[src/rtl/lsu_pkg.sv]
// Shared definitions for the load/store unit: RV32I width codes, FSM states
// and the store lane helpers.
package lsu_pkg;

  localparam logic [2:0] F3_B  = 3'b000;
  localparam logic [2:0] F3_H  = 3'b001;
  localparam logic [2:0] F3_W  = 3'b010;
  localparam logic [2:0] F3_BU = 3'b100;
  localparam logic [2:0] F3_HU = 3'b101;

  typedef enum logic [1:0] {IDLE, ACCESS, WB} lsu_state_t;

  function automatic logic load_f3_ok(input logic [2:0] f3);
    return (f3 == F3_B) || (f3 == F3_H) || (f3 == F3_W) || (f3 == F3_BU) || (f3 == F3_HU);
  endfunction

  function automatic logic store_f3_ok(input logic [2:0] f3);
    return (f3 == F3_B) || (f3 == F3_H) || (f3 == F3_W);
  endfunction

  // Halfwords only look at off[1], so a misaligned halfword lands on its aligned lane.
  function automatic logic [3:0] store_be(input logic [2:0] f3, input logic [1:0] off);
    case (f3[1:0])
      2'b00:   return 4'b0001 << off;
      2'b01:   return 4'b0011 << {off[1], 1'b0};
      default: return 4'b1111;
    endcase
  endfunction

  function automatic logic [31:0] store_wdata(input logic [2:0] f3, input logic [31:0] data);
    case (f3[1:0])
      2'b00:   return {4{data[7:0]}};
      2'b01:   return {2{data[15:0]}};
      default: return data;
    endcase
  endfunction

endpackage

[src/rtl/load_extend.sv]
// Combinational load lane extraction: selects the byte/halfword/word at the
// given offset and sign- or zero-extends it according to funct3.
module load_extend
  import lsu_pkg::*;
(
  input  logic [31:0] word,
  input  logic [1:0]  off,
  input  logic [2:0]  funct3,
  output logic [31:0] result
);

  logic [7:0]  byte_sel;
  logic [15:0] half_sel;

  // NOTE: every always_comb output gets a default first so no path can infer a latch.
  always_comb begin
    byte_sel = word[{off, 3'b000} +: 8];
    half_sel = off[1] ? word[31:16] : word[15:0];
    result   = word;
    case (funct3)
      F3_B:    result = {{24{byte_sel[7]}}, byte_sel};
      F3_BU:   result = {24'h0, byte_sel};
      F3_H:    result = {{16{half_sel[15]}}, half_sel};
      F3_HU:   result = {16'h0, half_sel};
      default: result = word;
    endcase
  end

endmodule

[src/rtl/load_store_unit.sv]
// Multi-cycle load/store stage: IDLE -> ACCESS (mem req/ack) -> WB for loads.
// Build option MISALIGN_TRAP_EN turns misaligned halfword/word accesses into faults.
module load_store_unit
  import lsu_pkg::*;
#(
  parameter int ACK_TIMEOUT = 16,
  parameter int ADDR_W      = 32
) (
  input  logic              clk,
  input  logic              rst,
  input  logic              req_valid,
  output logic              req_ready,
  input  logic              is_load,
  input  logic              is_store,
  input  logic [2:0]        funct3,
  input  logic [ADDR_W-1:0] addr,
  input  logic [31:0]       store_data,
  input  logic [4:0]        rd,
  output logic              mem_req,
  output logic              mem_we,
  output logic [ADDR_W-1:0] mem_addr,
  output logic [31:0]       mem_wdata,
  output logic [3:0]        mem_be,
  input  logic              mem_ack,
  input  logic [31:0]       mem_rdata,
  output logic              wb_en,
  output logic [4:0]        wb_rd,
  output logic [31:0]       wb_data,
  output logic              busy,
  output logic              fault
);

  localparam int CNT_W = $clog2(ACK_TIMEOUT + 1);
  localparam logic [CNT_W-1:0] CNT_LAST = CNT_W'(ACK_TIMEOUT - 1);

  lsu_state_t       state, state_d;
  logic [CNT_W-1:0] cnt, cnt_d;
  logic             capture, fault_d, leave_access, req_bad, misalign;
  logic             ld_q;
  logic [2:0]       f3_q;
  logic [1:0]       off_q;
  logic [4:0]       rd_q;
  logic [31:0]      rdata_q;

`ifdef MISALIGN_TRAP_EN
  assign misalign = ((funct3[1:0] == 2'b01) && addr[0]) ||
                    ((funct3[1:0] == 2'b10) && (addr[1:0] != 2'b00));
`else
  assign misalign = 1'b0;
`endif

  assign req_bad = (is_load == is_store) ||
                   (is_load  && !load_f3_ok(funct3)) ||
                   (is_store && !store_f3_ok(funct3)) ||
                   misalign;

  always_comb begin
    state_d      = state;
    cnt_d        = cnt;
    capture      = 1'b0;
    fault_d      = 1'b0;
    leave_access = 1'b0;
    case (state)
      IDLE: begin
        if (req_valid) begin
          if (req_bad) begin
            fault_d = 1'b1;
          end else begin
            capture = 1'b1;
            cnt_d   = '0;
            state_d = ACCESS;
          end
        end
      end
      ACCESS: begin
        if (mem_ack) begin
          leave_access = 1'b1;
          state_d      = ld_q ? WB : IDLE;
        end else if (cnt == CNT_LAST) begin
          leave_access = 1'b1;
          fault_d      = 1'b1;
          state_d      = IDLE;
        end else begin
          cnt_d = cnt + CNT_W'(1);
        end
      end
      WB:      state_d = IDLE;
      default: state_d = IDLE;
    endcase
  end

  // NOTE: sequential state uses non-blocking assignments so every flop samples pre-edge values.
  always_ff @(posedge clk) begin
    if (rst) begin
      state <= IDLE;
      cnt   <= '0;
    end else begin
      state <= state_d;
      cnt   <= cnt_d;
    end
  end

  always_ff @(posedge clk) begin
    if (rst) begin
      mem_req   <= 1'b0;
      mem_we    <= 1'b0;
      mem_addr  <= '0;
      mem_wdata <= '0;
      mem_be    <= '0;
      fault     <= 1'b0;
      ld_q      <= 1'b0;
      f3_q      <= '0;
      off_q     <= '0;
      rd_q      <= '0;
      rdata_q   <= '0;
    end else begin
      fault <= fault_d;
      if (capture) begin
        mem_req   <= 1'b1;
        mem_we    <= is_store;
        mem_addr  <= {addr[ADDR_W-1:2], 2'b00};
        mem_wdata <= store_wdata(funct3, store_data);
        mem_be    <= is_store ? store_be(funct3, addr[1:0]) : 4'b0000;
        ld_q      <= is_load;
        f3_q      <= funct3;
        off_q     <= addr[1:0];
        rd_q      <= rd;
      end
      if (leave_access) begin
        mem_req <= 1'b0;
        mem_we  <= 1'b0;
        mem_be  <= 4'b0000;
      end
      if ((state == ACCESS) && mem_ack && ld_q) rdata_q <= mem_rdata;
    end
  end

  load_extend u_load_extend (
    .word   (rdata_q),
    .off    (off_q),
    .funct3 (f3_q),
    .result (wb_data)
  );

  // x0 is never written, but WB is still visited to keep load latency fixed.
  assign wb_en     = (state == WB) && (rd_q != 5'd0);
  assign wb_rd     = rd_q;
  assign req_ready = (state == IDLE);
  assign busy      = (state != IDLE);

endmodule

[config.mk]
export PLATFORM = sky130hd
export DESIGN_NAME = load_store_unit
export DESIGN_NICKNAME = d
export VERILOG_FILES = /design/src/rtl/lsu_pkg.sv /design/src/rtl/load_extend.sv /design/src/rtl/load_store_unit.sv
export SDC_FILE = /design/constraint.sdc
export NUM_CORES = 1
export LEC_CHECK = 0
export ABC_AREA = 1
export BUFFER_PORTS_ARGS = -buffer_cell sky130_fd_sc_hd__buf_2
export CAP_MARGIN = 20
export CORE_MARGIN = 2
export CORE_UTILIZATION = 52
export CTS_CLUSTER_SIZE = 10
export DETAILED_ROUTE_END_ITERATION = 10
export GPL_ROUTABILITY_DRIVEN = 0
export PLACE_DENSITY = 0.85
export SYNTH_ARGS = -nofsm -noshare
export SYNTH_HDL_FRONTEND = slang
export SYNTH_HIERARCHICAL = 1
export SYNTH_SLANG_ARGS = --single-unit
export TNS_END_PERCENT = 10
[constraint.sdc]
create_clock -name clk -period 4.6 [get_ports clk]
set_input_delay 0 -clock clk [delete_from_list [all_inputs] [get_ports clk]]
set_output_delay 0 -clock clk [all_outputs]
set_load 0.005 [all_outputs]
Word-level counts from Yosys, hierarchy flattened
Cells that the tools add are included.
{"block": "word_totals", "regBits": 119, "inputBits": 110, "out_inout_bits": 111, "word_cells": 83}
{"block": "classes", "add_sub_neg": 1, "n_eq_ne": 17, "shift": 3, "mux": 26, "reduce_logical": 23}
{"cell": "$pmux 32 s4", "n": 1}
{"cell": "$pmux 32 s2", "n": 1}
{"cell": "$shiftx 32x6->8", "n": 1}
{"cell": "$mux 5", "n": 4}
{"cell": "$mux 16", "n": 1}
{"cell": "$eq 3x3->1 const B", "n": 4}
{"cell": "$mux 2", "n": 5}
{"cell": "$pmux 5 s2", "n": 1}
{"cell": "$mux 1", "n": 9}
{"cell": "$ne 2x2->1 const B", "n": 4}
{"cell": "$pmux 4 s2", "n": 1}
{"cell": "$eq 3x1->1 const B", "n": 2}
{"cell": "$logic_not 3->1", "n": 2}
{"cell": "$logic_or 1x1->1", "n": 6}
{"cell": "$add 5x1->5 const B", "n": 1}
{"cell": "$eq 5x4->1 const B", "n": 1}
{"cell": "$logic_and 1x1->1", "n": 5}
{"cell": "$reduce_and 5->1", "n": 1}
{"cell": "$reduce_bool 5->1", "n": 1}
{"cell": "$eq 2x1->1 const B", "n": 2}
{"cell": "$logic_not 2->1", "n": 2}
{"cell": "$mux 4", "n": 1}
{"cell": "$pmux 2 s2", "n": 1}
{"cell": "$reduce_bool 2->1", "n": 2}
{"cell": "10 further kinds", "n": 11}

Longest topological paths before layout
{"block": "logic_depth", "ltp_word": 12, "mapped_depth": 11}

By module
The synthesis kept the hierarchy.
{"mod": "load_store_unit", "n_inst": 1, "cells_per_inst": 642, "area_per_inst_um2": 4697.0}
{"mod": "load_extend", "n_inst": 1, "cells_per_inst": 159, "area_per_inst_um2": 812.0}

Worst setup path after synthesis
Ideal clock, no wire load.
{"block": "synth_path", "path_kind": "register to register", "start": "register cnt[0]", "end": "register mem_req", "setup_time_ns": 0.136, "t_arrival_ns": 1.348, "path_slack_ns": 3.116, "path_stages_with_launch": 8, "n_path_buf": 0, "path_cell_list": "dfxtp_1 ha_1 nand2_1 nor2_1 ha_1 nor2_1 o21ai_0 nor2_1"}
{"block": "synth_between", "elab_chain_cells": 5}
{"item": "start: declaration", "line": "load_store_unit.sv:37", "source": "logic [CNT_W-1:0] cnt, cnt_d;"}
{"item": "start signal: assignment", "line": "load_store_unit.sv:99", "source": "cnt <= cnt_d;"}
{"item": "$eq 5x4->1", "line": "load_store_unit.sv:79", "source": "end else if (cnt == CNT_LAST) begin"}
{"item": "$mux 1", "line": "load_store_unit.sv:79"}
{"item": "$mux 1", "line": "load_store_unit.sv:76", "source": "if (mem_ack) begin"}
{"item": "$mux 1", "line": "load_store_unit.sv:63", "source": "case (state)"}
{"item": "$reduce_or 2->1 (no source line)"}
{"item": "end signal: assignment", "line": "load_store_unit.sv:105", "source": "mem_req <= 1'b0;"}
{"item": "end signal: assignment", "line": "load_store_unit.sv:119", "source": "mem_req <= 1'b1;"}
{"item": "end signal: assignment", "line": "load_store_unit.sv:130", "source": "mem_req <= 1'b0;"}
{"item": "end: declaration", "line": "load_store_unit.sv:19", "source": "output logic mem_req,"}
No other way between the ends.
A chain may end at the register's enable or synchronous reset.

Worst setup path after layout
{"block": "layout_path", "start": "input port funct3[0]", "end": "register mem_wdata[16]"}
{"block": "layout_between", "elab_chain_cells": 12, "word_cells_on_any_way": 21, "cone_classes": "5 x eq/ne; 4 x mux; 12 x reduce/logical"}
{"item": "start: declaration", "line": "load_store_unit.sv:15", "source": "input logic [2:0] funct3,"}
{"item": "$eq 3x1->1 / $logic_not 3->1 (equally long branches)", "line": "lsu_pkg.sv:14, lsu_pkg.sv:18"}
{"item": "$logic_or 1x1->1 (2 in a row)", "line": "lsu_pkg.sv:14, lsu_pkg.sv:18"}
{"item": "$logic_or 1x1->1 (2 in a row)", "line": "lsu_pkg.sv:14", "source": "return (f3 == F3_B) || (f3 == F3_H) || (f3 == F3_W) || (f3 == F3_BU) || (f3 == F3_HU);"}
{"item": "$logic_not 1->1", "line": "load_store_unit.sv:53", "source": "(is_load && !load_f3_ok(funct3)) ||"}
{"item": "$logic_and 1x1->1", "line": "load_store_unit.sv:53"}
{"item": "$logic_or 1x1->1", "line": "load_store_unit.sv:52", "source": "assign req_bad = (is_load == is_store) ||"}
{"item": "$logic_or 1x1->1", "line": "load_store_unit.sv:53"}
{"item": "$mux 1", "line": "load_store_unit.sv:66", "source": "if (req_bad) begin"}
{"item": "$mux 1", "line": "load_store_unit.sv:65", "source": "if (req_valid) begin"}
{"item": "$mux 1", "line": "load_store_unit.sv:63"}
{"item": "end signal: assignment", "line": "load_store_unit.sv:122", "source": "mem_wdata <= store_wdata(funct3, store_data);"}
{"item": "end: declaration", "line": "load_store_unit.sv:22", "source": "output logic [31:0] mem_wdata,"}
Parallel ways exist; a longest one is shown, timed or not.

==> impl_metrics.env <==
export IMPL_power_switching_mw=0.831
export IMPL_reg2reg_to="mem_wdata[16]"
export IMPL_clk_path_buf_depth=2
export IMPL_ff_latch_area_sq_um=2380
export IMPL_cts_sinks=119
export IMPL_cp_max_fo=46
export IMPL_crit_buf_inv=4
export IMPL_critPathSlowestCell="nor2_4"
export IMPL_dieArea_sq_um=11400
export IMPL_cts_buffers=17
export IMPL_grt_overflow=0
export IMPL_setup_viol=0
export IMPL_dp_hpwl_mm=11.2
export IMPL_crit_path_frequent_cell="dlygate4sd3_1"
export IMPL_antenna_found_initial=1
export IMPL_ios=221
export IMPL_whs_ns=0.0513
export IMPL_r2r_slack_ns=1.79
export IMPL_hold_buffers=122
export IMPL_drtPass1Iterations=7
export IMPL_internal_power_mw=2.07
export IMPL_crit_family="buffers and inverters"
export IMPL_die_height_um=107
export IMPL_worstPathCellList="dlygate4sd3_1 > buf_2 > o21ai_1 > nand3_2 > nor2_4 > buf_4 > nand2_1 > a21oi_1 > dlygate4sd3_1"
export IMPL_syn_cell_area_sq_um=5510
export IMPL_dieWidth_um=107
export IMPL_synth_seq_cells=119
export IMPL_wirelength_mm=23.2
export IMPL_pwr_share_clk_pct=45.4
export IMPL_critPathCaptureType="register"
export IMPL_syn_area_per_cell_sq_um=6.88
export IMPL_cts_htree_levels=4
export IMPL_slowest_delay_ns=0.63
export IMPL_core_area_sq_um=10300
export IMPL_port_buffers=218
export IMPL_power_density_nw_per_um2=347
export IMPL_fin_worst_skew_ns=0.0118
export IMPL_initial_core_util_pct=53.4
export IMPL_r2r_start="state[1]"
export IMPL_fillers=594
export IMPL_critPathKind="input port to register"
export IMPL_synth_cell_types=34
export IMPL_drive_gt1_share_pct=25.7
export IMPL_layout_commonest_cell="buf_2"
export IMPL_insertion_delay_ns=0.52
export IMPL_ys_seq_area_share_pct=43.2
export IMPL_p_leak_nw=4.11
export IMPL_cts_clk_slew_worst_paths_ns=0.07
export IMPL_ys_warn_count=6
export IMPL_vdd_drop_max_v=0.000219
export IMPL_antenna_left=0
export IMPL_pwr_share_seq_pct=38.5
export IMPL_setup_worst_path_start_class="input port"
export IMPL_fin_tns_setup_ns=0
export IMPL_track_usage_pct=40.3
export IMPL_tightest_slew_ns=1.04
export IMPL_syn_inst=801
export IMPL_vias=7182
export IMPL_grt_first_pass_wirelength_mm=35.7
export IMPL_hold_start="funct3[1]"
export IMPL_rows=37
export IMPL_final_cell_mix="buf_2, nor2_1, nand2_1"
export IMPL_grt_pass1_vias=6951
export IMPL_multi_input_area_sq_um=2690
export IMPL_status="completed"
export IMPL_ff2ff_path_depth=7
export IMPL_hp_class="input port to register"
export IMPL_syn2layout_area_growth_pct=51.9
export IMPL_min_period_ns=2.87
export IMPL_drv_slew=0
export IMPL_drtIter0Drc=832
export IMPL_sw_frac_of_total_pct=28.6
export IMPL_wl_per_cell_um=18.3
export IMPL_worstPathArrival_ns=3.32
export IMPL_holdPathStages=3
export IMPL_post_cts_buffers=0
export IMPL_combPwrFrac_pct=16.2
export IMPL_fin_nets=1228
export IMPL_fin_crit_sh_pct=62.3
export IMPL_root_buffer="clkbuf_8"
export IMPL_final_hold_violation_count=0
export IMPL_via_per_inst=5.67
export IMPL_hold_path_end="f3_q[1]"
export IMPL_cts_tree="done"
export IMPL_max_freq_mhz=349
export IMPL_rsz0062_at_grt="no"
export IMPL_final_util_pct=81.1
export IMPL_grt_max_degree=79
export IMPL_slew_headroom_pct=30.7
export IMPL_cp_required_ns=5.05
export IMPL_max_cap_violations=0
export IMPL_cts_resized=0
export IMPL_route_detailed_drc=0
[state kept, by name, indices dropped and copies added (netlist names)]
name       flops
mem_req        1
rdata_q       32
mem_wdata     32
cnt            5
mem_be         4
f3_q           3
fault          1
state          2
wb_rd          5
mem_we         1
off_q          2
mem_addr      30
ld_q           1
[through the flow]
| stage | area (sq um) | instances | worst slack (ns) | power (mW) |
|---|---|---|---|---|
| 2_1_floorplan | 5510 | 802 | 3.12 | 1.33 |
| 3_3_place_gp | 6510 | 1109 | 2.01 | 1.46 |
| 3_5_place_dp | 6510 | 1109 | 1.92 | 1.47 |
| 4_1_cts | 8310 | 1263 | 1.89 | 2.83 |
| 5_1_grt | 8370 | 1266 | 1.59 | 2.98 |
| 6_report | 8370 | 1266 | 1.73 | 2.90 |
[power groups by stage]
stage | clock network, mW | logic [mW] | registers, mW
finish | 1.32 | 0.470 | 1.12
detailed placement | 0 | 0.333 | 1.13
global placement | 0 | 0.328 | 1.13
CTS | 1.31 | 0.414 | 1.11
floorplan | 0 | 0.198 | 1.13
global route | 1.36 | 0.504 | 1.12
[worst min-delay path, cell delays in order]
cell and delay, ns:
buf_2 0.25, o21ai_0 0.21, nor2_1 0.04
[layer usage]
layer	vias to the layer above	global-route usage [%]	routed length, um
met5	-	0	0
met4	0	26.0	1620
met3	167	11.1	2500
met2	616	67.4	10800
met1	3204	45.0	8250
li1	3195	-	-
[Yosys cell counts (all sizes together)]
master	number	area (sq um)
a22oi	1	7.51
a21oi	17	85.1
clkinv	2	7.51
dfxtp	119	2380
nor3	11	95.1
nor3b	1	7.51
nand4	2	18.8
clkbuf	19	71.3
o21ai	120	601
nand3b	1	7.51
and2	1	8.76
nor2	212	816
nand3	62	355
inv	41	156
or2	8	50.0
ha	2	25.0
conb	1	3.75
buf	30	216
nand2	149	579
o211ai	2	15.0
[logic make-up after synthesis]
| group | after synthesis | share of synthesized area (%) |
|---|---|---|
| DFF | 119 | 43.2 |
| other | 1 | 0.0681 |
| and+or+nand+nor | 447 | 35.2 |
| buffers and inverters | 92 | 8.20 |
| adders and majority gates | 2 | 0.454 |
| AOI/OAI and AO/OA | 140 | 12.9 |
[layout make-up]
cell class                 count  area share, %
tap                          136           2.03
multi-input combinational    591           32.1
clock buffer                  17           4.95
sequential                   119           28.5
inverter                      43           1.96
timing repair buffer         344           28.5
antenna                        1         0.0299
clock inverter                15           1.97
[worst max-delay path by stage]
stage | depth (start not counted) | slack, ns | startpoint | to
2_1_floorplan | 7 | 3.12 | cnt[0] | mem_req
3_3_place_gp | 6 | 2.01 | state[0] | rdata_q[5]
3_5_place_dp | 6 | 1.92 | state[0] | rdata_q[0]
4_1_cts | 6 | 1.89 | state[0] | rdata_q[7]
5_1_grt | 6 | 1.59 | state[0] | rdata_q[23]
6_report | 9 | 1.73 | funct3[0] | mem_wdata[16]
Note: power is estimated with default switching activity, not from simulation.
